===== src/rtl/router_pkg.sv =====
// -----------------------------------------------------------------------------
// router_pkg
// Shared types and helpers for the mesh-node router decision logic.
//   dir_t       : 3-bit output direction code (LOCAL/EAST/WEST/NORTH/SOUTH)
//   COUNT_W     : width of the forwarded-transfer counter
//   flit_field  : extracts a bit field from a (zero-extended) flit
//   route_dir   : dimension-ordered route decision (XY or YX)
// -----------------------------------------------------------------------------
package router_pkg;

    localparam int COUNT_W    = 16;
    // Flits are zero-extended to this width before field extraction.
    localparam int FLIT_MAX_W = 256;

    typedef enum logic [2:0] {
        DIR_LOCAL = 3'd0,
        DIR_EAST  = 3'd1,
        DIR_WEST  = 3'd2,
        DIR_NORTH = 3'd3,
        DIR_SOUTH = 3'd4
    } dir_t;

    // Returns flit[lsb +: width] in the low bits of a 32-bit word.
    // lsb and width are expected to be elaboration-time constants.
    function automatic logic [31:0] flit_field(input logic [FLIT_MAX_W-1:0] flit,
                                               input int                    lsb,
                                               input int                    width);
        logic [FLIT_MAX_W-1:0] shifted;
        shifted = flit >> lsb;
        return shifted[31:0] & (32'hFFFF_FFFF >> (32 - width));
    endfunction

    // Coordinates are passed zero-extended to 32 bits, so the compares are
    // plain unsigned and the extremes (0, all-ones) need no special handling.
    function automatic dir_t route_dir(input logic [31:0] dst_x,
                                       input logic [31:0] dst_y,
                                       input logic [31:0] loc_x,
                                       input logic [31:0] loc_y,
                                       input logic        yx_mode);
        dir_t x_dir;
        dir_t y_dir;
        x_dir = DIR_LOCAL;
        y_dir = DIR_LOCAL;
        if (dst_x > loc_x)      x_dir = DIR_EAST;
        else if (dst_x < loc_x) x_dir = DIR_WEST;
        if (dst_y > loc_y)      y_dir = DIR_NORTH;
        else if (dst_y < loc_y) y_dir = DIR_SOUTH;
        if (!yx_mode) return (x_dir != DIR_LOCAL) ? x_dir : y_dir;
        else          return (y_dir != DIR_LOCAL) ? y_dir : x_dir;
    endfunction

endpackage


===== src/rtl/router_xy_arb_rr_arbiter.sv =====
// -----------------------------------------------------------------------------
// rr_arbiter
// Combinational round-robin arbiter: the first set request at or after the
// pointer wins, wrapping past the top index back to 0.
//   i_req   [NUM_IN]  request vector
//   i_ptr   [SRC_W]   highest-priority index this cycle
//   o_grant [NUM_IN]  one-hot grant (all zero when no request)
//   o_idx   [SRC_W]   encoded winner index (0 when no request)
//   o_any             at least one request present
// -----------------------------------------------------------------------------
module rr_arbiter #(
    parameter int NUM_IN = 2,
    parameter int SRC_W  = $clog2(NUM_IN)
) (
    input  logic [NUM_IN-1:0] i_req,
    input  logic [SRC_W-1:0]  i_ptr,
    output logic [NUM_IN-1:0] o_grant,
    output logic [SRC_W-1:0]  o_idx,
    output logic              o_any
);

    // Requests at or above the pointer; if any exist the lowest of them wins,
    // otherwise the search has wrapped and the lowest request overall wins.
    logic [NUM_IN-1:0] w_hi_req;
    logic [NUM_IN-1:0] w_sel;

    for (genvar gi = 0; gi < NUM_IN; gi++) begin : g_mask
        assign w_hi_req[gi] = i_req[gi] & ({1'b0, i_ptr} <= (SRC_W+1)'(gi));
    end

    assign o_any = |i_req;

    always_comb begin
        w_sel   = (|w_hi_req) ? w_hi_req : i_req;
        o_grant = '0;
        o_idx   = '0;
        // Scan downwards so the lowest set bit is the last (winning) assignment.
        for (int k = NUM_IN - 1; k >= 0; k--) begin
            if (w_sel[k]) begin
                o_grant    = '0;
                o_grant[k] = 1'b1;
                o_idx      = SRC_W'(k);
            end
        end
    end

endmodule


===== src/rtl/router_xy_arb.sv =====
// -----------------------------------------------------------------------------
// router_xy_arb
// Clocked route/arbitration stage of a mesh node: picks one of NUM_IN input
// flits per cycle (round-robin), computes its XY/YX direction against this
// node's coordinates and presents it from a single registered output stage.
//   clk, rst              clock, synchronous active-high reset
//   loc_x, loc_y          this node's coordinates
//   yx_mode               0 = X first, 1 = Y first
//   in_valid/in_ready     per-input handshake (in_ready at most one-hot)
//   in_flit               flattened flits, input i at [i*FLIT_W +: FLIT_W]
//   out_valid/out_ready   output handshake
//   out_flit/out_src/out_dir  registered winning flit, source, direction
//   fwd_count             saturating count of completed output transfers
// -----------------------------------------------------------------------------
module router_xy_arb
    import router_pkg::*;
#(
    parameter int NUM_IN    = 2,
    parameter int COORD_W   = 8,
    parameter int PAYLOAD_W = 16,
    parameter int FLIT_W    = 2*COORD_W + PAYLOAD_W,
    parameter int SRC_W     = $clog2(NUM_IN)
) (
    input  logic                     clk,
    input  logic                     rst,
    input  logic [COORD_W-1:0]       loc_x,
    input  logic [COORD_W-1:0]       loc_y,
    input  logic                     yx_mode,
    input  logic [NUM_IN-1:0]        in_valid,
    output logic [NUM_IN-1:0]        in_ready,
    input  logic [NUM_IN*FLIT_W-1:0] in_flit,
    output logic                     out_valid,
    input  logic                     out_ready,
    output logic [FLIT_W-1:0]        out_flit,
    output logic [SRC_W-1:0]         out_src,
    output logic [2:0]               out_dir,
    output logic [COUNT_W-1:0]       fwd_count
);

    logic               r_out_valid;
    logic [FLIT_W-1:0]  r_out_flit;
    logic [SRC_W-1:0]   r_out_src;
    dir_t               r_out_dir;
    logic [SRC_W-1:0]   r_rr_ptr;
    logic [COUNT_W-1:0] r_fwd_count;

    logic               w_load;
    logic [NUM_IN-1:0]  w_grant;
    logic [SRC_W-1:0]   w_win_idx;
    logic               w_any;
    logic [FLIT_W-1:0]  w_win_flit;
    logic [COORD_W-1:0] w_dst_x;
    logic [COORD_W-1:0] w_dst_y;
    dir_t               w_dir;
    logic [SRC_W-1:0]   w_ptr_next;

    // The output register can take a new flit when empty or being drained.
    assign w_load = ~r_out_valid | out_ready;

    rr_arbiter #(
        .NUM_IN (NUM_IN),
        .SRC_W  (SRC_W)
    ) u_arb (
        .i_req   (in_valid),
        .i_ptr   (r_rr_ptr),
        .o_grant (w_grant),
        .o_idx   (w_win_idx),
        .o_any   (w_any)
    );

    assign in_ready   = (w_load & ~rst) ? w_grant : '0;
    assign w_win_flit = in_flit[w_win_idx*FLIT_W +: FLIT_W];

    assign w_dst_x = COORD_W'(flit_field(FLIT_MAX_W'(w_win_flit), COORD_W + PAYLOAD_W, COORD_W));
    assign w_dst_y = COORD_W'(flit_field(FLIT_MAX_W'(w_win_flit), PAYLOAD_W, COORD_W));
    assign w_dir   = route_dir(32'(w_dst_x), 32'(w_dst_y), 32'(loc_x), 32'(loc_y), yx_mode);

    assign w_ptr_next = (w_win_idx == SRC_W'(NUM_IN - 1)) ? '0 : w_win_idx + SRC_W'(1);

    always_ff @(posedge clk) begin
        if (rst) begin
            r_out_valid <= 1'b0;
            r_out_flit  <= '0;
            r_out_src   <= '0;
            r_out_dir   <= DIR_LOCAL;
            r_rr_ptr    <= '0;
            r_fwd_count <= '0;
        end else begin
            if (r_out_valid && out_ready && (r_fwd_count != '1)) begin
                r_fwd_count <= r_fwd_count + COUNT_W'(1);
            end
            if (w_load) begin
                r_out_valid <= w_any;
                // Data fields keep their last value when nothing is granted,
                // so they never go undefined.
                if (w_any) begin
                    r_out_flit <= w_win_flit;
                    r_out_src  <= w_win_idx;
                    r_out_dir  <= w_dir;
                    r_rr_ptr   <= w_ptr_next;
                end
            end
        end
    end

    assign out_valid = r_out_valid;
    assign out_flit  = r_out_flit;
    assign out_src   = r_out_src;
    assign out_dir   = 3'(r_out_dir);
    assign fwd_count = r_fwd_count;

endmodule


===== config.mk =====
export PLATFORM = sky130hd
export DESIGN_NAME = router_xy_arb
export DESIGN_NICKNAME = d
export VERILOG_FILES = /design/src/rtl/router_pkg.sv /design/src/rtl/router_xy_arb_rr_arbiter.sv /design/src/rtl/router_xy_arb.sv
export SDC_FILE = /design/constraint.sdc
export NUM_CORES = 1
export LEC_CHECK = 0
export CORE_MARGIN = 2
export CORE_UTILIZATION = 40
export CTS_CLUSTER_DIAMETER = 100
export DETAILED_ROUTE_END_ITERATION = 6
export PLACE_DENSITY = 0.87
export SLEW_MARGIN = 20
export SYNTH_ARGS = -nofsm -noshare
export SYNTH_HDL_FRONTEND = slang
export SYNTH_SLANG_ARGS = --single-unit

===== constraint.sdc =====
create_clock -name clk -period 3.7 [get_ports clk]
set_input_delay 0.74 -clock clk [delete_from_list [all_inputs] [get_ports clk]]
set_output_delay 0.74 -clock clk [all_outputs]
set_load 0.01 [all_outputs]

# After elaboration in Yosys (flattened, before gate mapping)
# Index checks and enable logic that the tools add are counted.
dict set report op_classes {
  mux 14
  eq_ne 1
  magnitude_cmp 5
  shifts 1
  n_addsub 2
  reduce_logical 7
  bitwise_logic 5
}
# cell n
set ops {}
lappend ops {{$shiftx A64 B7 Y32} 1}
lappend ops {{$mux W3} 6}
lappend ops {{$add A16 B1 Y16 const B} 1}
lappend ops {{$gt A8 B8 Y1} 2}
lappend ops {{$lt A8 B8 Y1} 2}
lappend ops {{$ne A16 B16 Y1 const B} 1}
lappend ops {{$mux W2} 4}
lappend ops {{$reduce_bool A3 Y1} 2}
lappend ops {{$mux W1} 4}
lappend ops {{$reduce_or A2 Y1} 2}
lappend ops {{$and A1 B1 Y1} 2}
lappend ops {{$logic_and A1 B1 Y1} 2}
lappend ops {{$not A1 Y1} 2}
lappend ops {{$reduce_and A2 Y1} 1}
lappend ops {{$add A1 B1 Y1 const B} 1}
lappend ops {{$le A1 B1 Y1 const B} 1}
lappend ops {{$or A1 B1 Y1} 1}
dict set report totals {
  regBits 54
  output_inout_bits 55
  word_cells 41
}

# Depth between registers and ports, before layout
# Gate-level depths: netlist of run 1.
dict set report logic_depth {
  depth_word 12
  ltp_mapped 11
  mapped_depth_nobuf 10
}

# Modules after synthesis
# A second synthesis of run 1 with hierarchy kept.
dict set report unflattened {
  cells_unflattened 340
  area_unflattened_um2 2994.1
}
# mod area_each_um2 seq_area_each_um2 cells_per_inst instances
set modules_own_cells {}
lappend modules_own_cells {router_xy_arb 2961.6 1081.0 335 1}
lappend modules_own_cells {rr_arbiter 32.5 0.0 5 1}

# Worst setup path before layout of run 1
# Ideal clock, no wire load.
dict set report synth_path {
  path_type {input-to-reg}
  from {input port in_valid[0]}
  to {register r_out_dir[2] (netlist: out_dir[2])}
  setup_ps 70
  path_slack_ps 607
  arrival_time_ps 3023
  path_stages 11
  path_cell_list {inv_1 -> o21ai_2 -> buf_2 -> mux2_2 -> ha_1 -> nor2b_1 -> o211ai_1 -> a21oi_1 -> or3_1 -> a21o_1 -> a21oi_1}
}
dict set report synth_via {
  elab_chain_len 11
  elab_cells_between_ends 20
  classes_between {order compare: 4; shift: 1; mux: 9; bitwise: 1; reduce/logical: 5}
}
# element line_no
set synth_rtl {}
lappend synth_rtl {{start: declaration} router_xy_arb.sv:29} ;# input logic [NUM_IN-1:0] in_valid,
lappend synth_rtl {{$and A1 B1 Y1} router_xy_arb_rr_arbiter.sv:28} ;# assign w_hi_req[gi] = i_req[gi] & ({1'b0, i_ptr} <= (SRC_W+1)'(gi));
lappend synth_rtl {{$reduce_or A2 Y1} router_xy_arb_rr_arbiter.sv:34} ;# w_sel = (|w_hi_req) ? w_hi_req : i_req;
lappend synth_rtl {{$mux W1 (*)} router_xy_arb_rr_arbiter.sv:34}
lappend synth_rtl {{$mux W1 (*)} router_xy_arb_rr_arbiter.sv:39} ;# if (w_sel[k]) begin
lappend synth_rtl {{$shiftx A64 B7 Y32 (*)} router_xy_arb.sv:72} ;# assign w_win_flit = in_flit[w_win_idx*FLIT_W +: FLIT_W];
lappend synth_rtl {{named net w_win_flit[17]} router_xy_arb.sv:51} ;# logic [FLIT_W-1:0] w_win_flit;
lappend synth_rtl {{$lt A8 B8 Y1} router_pkg.sv:47} ;# else if (dst_y < loc_y) y_dir = DIR_SOUTH;
lappend synth_rtl {{$mux W3} router_pkg.sv:47}
lappend synth_rtl {{$mux W3 (*)} router_pkg.sv:46} ;# if (dst_y > loc_y) y_dir = DIR_NORTH;
lappend synth_rtl {{$reduce_bool A3 Y1} router_pkg.sv:49} ;# else return (y_dir != DIR_LOCAL) ? y_dir : x_dir;
lappend synth_rtl {{$mux W3} router_pkg.sv:49}
lappend synth_rtl {{$mux W3 (*)} router_pkg.sv:48} ;# if (!yx_mode) return (x_dir != DIR_LOCAL) ? x_dir : y_dir;
lappend synth_rtl {{end signal: assignment} router_xy_arb.sv:99} ;# r_out_dir <= w_dir;
lappend synth_rtl {{end: declaration} router_xy_arb.sv:43} ;# dir_t r_out_dir;
# The timed path passes the listed nets; every way through them passes the cells marked *.
# A chain may end at the register's enable or synchronous reset.

# Worst setup path after layout of run 1
dict set report layout_path {
  from {input port out_ready}
  to {output port in_ready[0]}
}
dict set report layout_via {
  elab_chain_len 3
}
# element line_no
set layout_rtl {}
lappend layout_rtl {{start: declaration} router_xy_arb.sv:33} ;# input logic out_ready,
lappend layout_rtl {{$or A1 B1 Y1} router_xy_arb.sv:58} ;# assign w_load = ~r_out_valid | out_ready;
lappend layout_rtl {{$and A1 B1 Y1} router_xy_arb.sv:71} ;# assign in_ready = (w_load & ~rst) ? w_grant : '0;
lappend layout_rtl {{$mux W2} router_xy_arb.sv:71}
lappend layout_rtl {{end: declaration} router_xy_arb.sv:30} ;# output logic [NUM_IN-1:0] in_ready,
# No other way between the ends.

==> results.py, run 1 <==
metrics = {
    "outcome": {
        "outcome": "completed",
    },
    "worst_hold_path": {
        "hold_path_startpoint": "out_dir[2]",
        "hold-path-cell-count": 2,
        "holdCritPathClass": "reg -> reg",
        "min_to": "out_dir[2]",
    },
    "clocking": {
        "cts_hold_buf": 0,
        "clk_latency_ps": 310,
        "cts_tree": "yes",
        "cts.sink_count": 54,
        "cts-buffers-inserted": 5,
        "cts_resized": 0,
        "post_cts_buffers": 0,
        "cts_max_path_buffers": 2,
        "cts-htree-levels": 2,
        "cts_root_buffer": "clkbuf_8",
        "worst_setup_hold_path_clk_slew_ps": 110,
    },
    "power": {
        "peakVddDrop_uv": 183,
        "total_leakage_power_nw": 1.74,
        "power_density_nw_per_um2": 333,
    },
    "place": {
        "port_buffers": 140,
        "dpl.hpwl_um": 6180,
        "place_congestion": 0.864,
    },
    "yosys": {
        "ys.flop_type": "dfxtp_1",
        "syn_area_sq_um": 2720,
        "netlist.top_cell.by_area": "dfxtp_1",
        "async_flop_share_pct": 0,
        "synth_adder_area_share_pct": 7.83,
        "synth-seq-area-share_pct": 39.8,
        "synthTopCellsByArea": "dfxtp_1 40%, nor2_1 9.1%, ha_1 7.8%, mux2_2 5.8%, a222oi_1 3.7%",
        "synthesis.instances": 325,
        "synthesis.yosys.warnings": 0,
        "synth_seq_cells": 54,
        "synth_cell_type_count": 36,
        "syn_area_per_cell_sq_um": 8.35,
        "synth-simple-area-share_pct": 22.8,
        "synth_top_area_share_pct": 39.8,
        "synth_xor_area_share_pct": 3.23,
        "post_synth_mux_area_share_pct": 6.91,
        "synthesis.nets": 428,
        "synth_top_family_by_area": "simple AND/OR/NAND/NOR gates",
        "number_of_synthesized_flops_with_an_enable_pin": 0,
        "synth-compound-area-share_pct": 14.4,
    },
    "die": {
        "floorplan_core_area_sq_um": 6680,
        "chipHeight_um": 86.4,
        "rows": 30,
        "die-area_sq_um": 7460,
        "ios": 141,
        "start_util_pct": 40.6,
        "die_width_um": 86.4,
    },
    "detailed_routing": {
        "via_per_inst": 5.33,
        "initialDrtViolationCount": 159,
        "first_pass_iters": 5,
        "detailroute.via_count": 2910,
        "wirelength_um": 8000,
        "routed_length_per_placed_instance_um": 14.7,
        "drt.antenna.violating_nets": 0,
        "remaining_drc_errors": 0,
    },
    "global_routing": {
        "grt_pass1_vias": 3008,
        "grt_usage_pct": 21.6,
        "maximum_number_of_pins_on_one_net_before_global_route_repair": 29,
        "grt_antenna_before_repair": 0,
        "globalRouteOverflowTotal": 0,
        "first_pass_grt_wire_length_um": 13100,
    },
    "critical_path": {
        "crit-reg2reg-launch": "r_rr_ptr",
        "critPathArrivalTime_ps": 2600,
        "cp_max_fo": 5,
        "regToRegEndpoint": "out_dir[1]",
        "type_of_element_capturing_the_critical_path": "output pin",
        "timing.critical_path.from_type": "input pin",
        "worst_ep_required_time_ps": 2960,
        "crit_type": "in -> out",
        "worst_r2r_path_depth": 10,
        "r2r_setup_slk_ps": 1160,
    },
    "sta": {
        "report.final.slew_viol_count": 0,
        "timing.final.crit_period_ps": 3340,
        "layout_worst_path_cycle_share_pct": 90.3,
        "tns_setup_ps": 0,
        "finalHoldViolCount": 0,
        "rsz_0062_raised_after_global_routing": "false",
        "finalSetupViolations": 0,
        "finalHoldWorstSlack_ps": 463,
        "skew_ps": 9.82,
        "max_freq_mhz": 299,
        "max_slew_margin_pct": 67.9,
        "worst-slew-pin-transition_ps": 480,
    },
    "final_layout": {
        "mostFrequentLayoutCell": "clkdlybuf4s50_1",
        "drive_gt1_share_pct": 7.94,
        "final_net_count": 568,
        "areaGrowthSynthToFinish_pct": 59.5,
        "diodes": 0,
        "most-common-layout-cells": "139 x clkdlybuf4s50_1, 66 x nor2_1, 54 x dfxtp_1, 22 x nand2_1",
    },
    "run": {
        "max-cap-violations": 0,
    },
}
[cell usage after synthesis (2+ instances only)]
library cell,number
a222oi_1,10
mux2_2,14
nor3_1,18
o211ai_1,2
or3_1,7
a22oi_1,6
a21o_1,2
nand4_1,5
clkbuf_1,13
a21oi_1,15
mux2i_1,3
nand3_1,6
o21ai_0,13
dfxtp_1,54
nor2b_1,3
nor2_1,66
nor4_1,2
a211oi_1,5
ha_1,17
inv_1,18
and3_1,2
nand2_1,22
xor2_1,9
[cell type report]
cell class | count | area (sq um)
fillers | 548 | 2350
clock inverters | 3 | 48.8
flip-flops and latches | 54 | 1080
inverters | 18 | 67.6
repair buffers | 149 | 1460
clock buffers | 5 | 68.8
well taps | 80 | 100
multi-input cells | 237 | 1500
[flip-flops by register name, indices dropped and copies added (netlist names)]
signal and count:
r_rr_ptr 1, out_flit 32, fwd_count 16, out_src 1, out_valid 1, out_dir 3
[worst max path at each step]
stage / from / end / slack, ps / cells past startpoint
after floorplan: in_valid[0] / out_dir[2] / 610 / 11
after global placement: in_valid[0] / out_dir[2] / 280 / 11
after detailed placement: in_valid[0] / out_dir[2] / 190 / 11
after CTS: out_ready / in_ready[0] / 360 / 5
after global routing: in_valid[0] / out_dir[1] / 220 / 12
final: out_ready / in_ready[0] / 360 / 5
[report_power, final]
group / switching [mW] / internal [mW]
sequential: 0.0228 / 0.620
combinational: 0.162 / 0.222
clock: 0.210 / 0.206
[logic make-up (layout without fill, tap and decap cells)]
family | after synthesis | count (layout)
adder cells (fa/ha/maj) | 17 | 17
AND/OR/NAND/NOR | 135 | 135
XOR/XNOR | 10 | 10
multiplexers | 17 | 17
flip-flops | 54 | 54
AO/OA/AOI/OAI | 58 | 58
buffers and inverters | 34 | 175
[per-stage QoR]
stage                     instances  cell area (sq um)  total power, mW  worst slack, ps  utilization, %
after global placement          538               4210             1.03              276            63.1
after global routing            546               4330             1.51              216            64.8
after CTS                       546               4330             1.46              356            64.8
after floorplan                 325               2720            0.824              607               -
after detailed placement        538               4210             1.04              194            63.1
final                           546               4330             1.44              360            64.8
[routing by layer]
layer / GRT usage [%] / wire (um) / part of all wire (%) / up-vias
met5: 0 / 0 / 0 / -
met4: 5.11 / 68 / 0.85 / 0
met3: 5.33 / 553 / 6.9 / 7
met2: 39.6 / 4050 / 51 / 98
met1: 25.1 / 3330 / 42 / 1386
li1: - / - / - / 1419
[critical path: stages]
cell and delay, ps:
clkdlybuf4s50_1 610, nor2b_1 130, a211oi_1 330, nor2b_1 220, clkdlybuf4s50_1 570
Note: power is estimated with default switching activity, not from simulation.
==> run 2, diff against run 1 <==
--- a/config.mk
+++ b/config.mk
@@ -8,6 +8,7 @@
 export CORE_MARGIN = 2
 export CORE_UTILIZATION = 40
 export CTS_CLUSTER_DIAMETER = 100
+export CTS_CLUSTER_SIZE = 24
 export DETAILED_ROUTE_END_ITERATION = 6
 export PLACE_DENSITY = 0.87
 export SLEW_MARGIN = 20
==> results of run 2 <==
The final DEF is identical to that of run 1; final timing and power are the same.
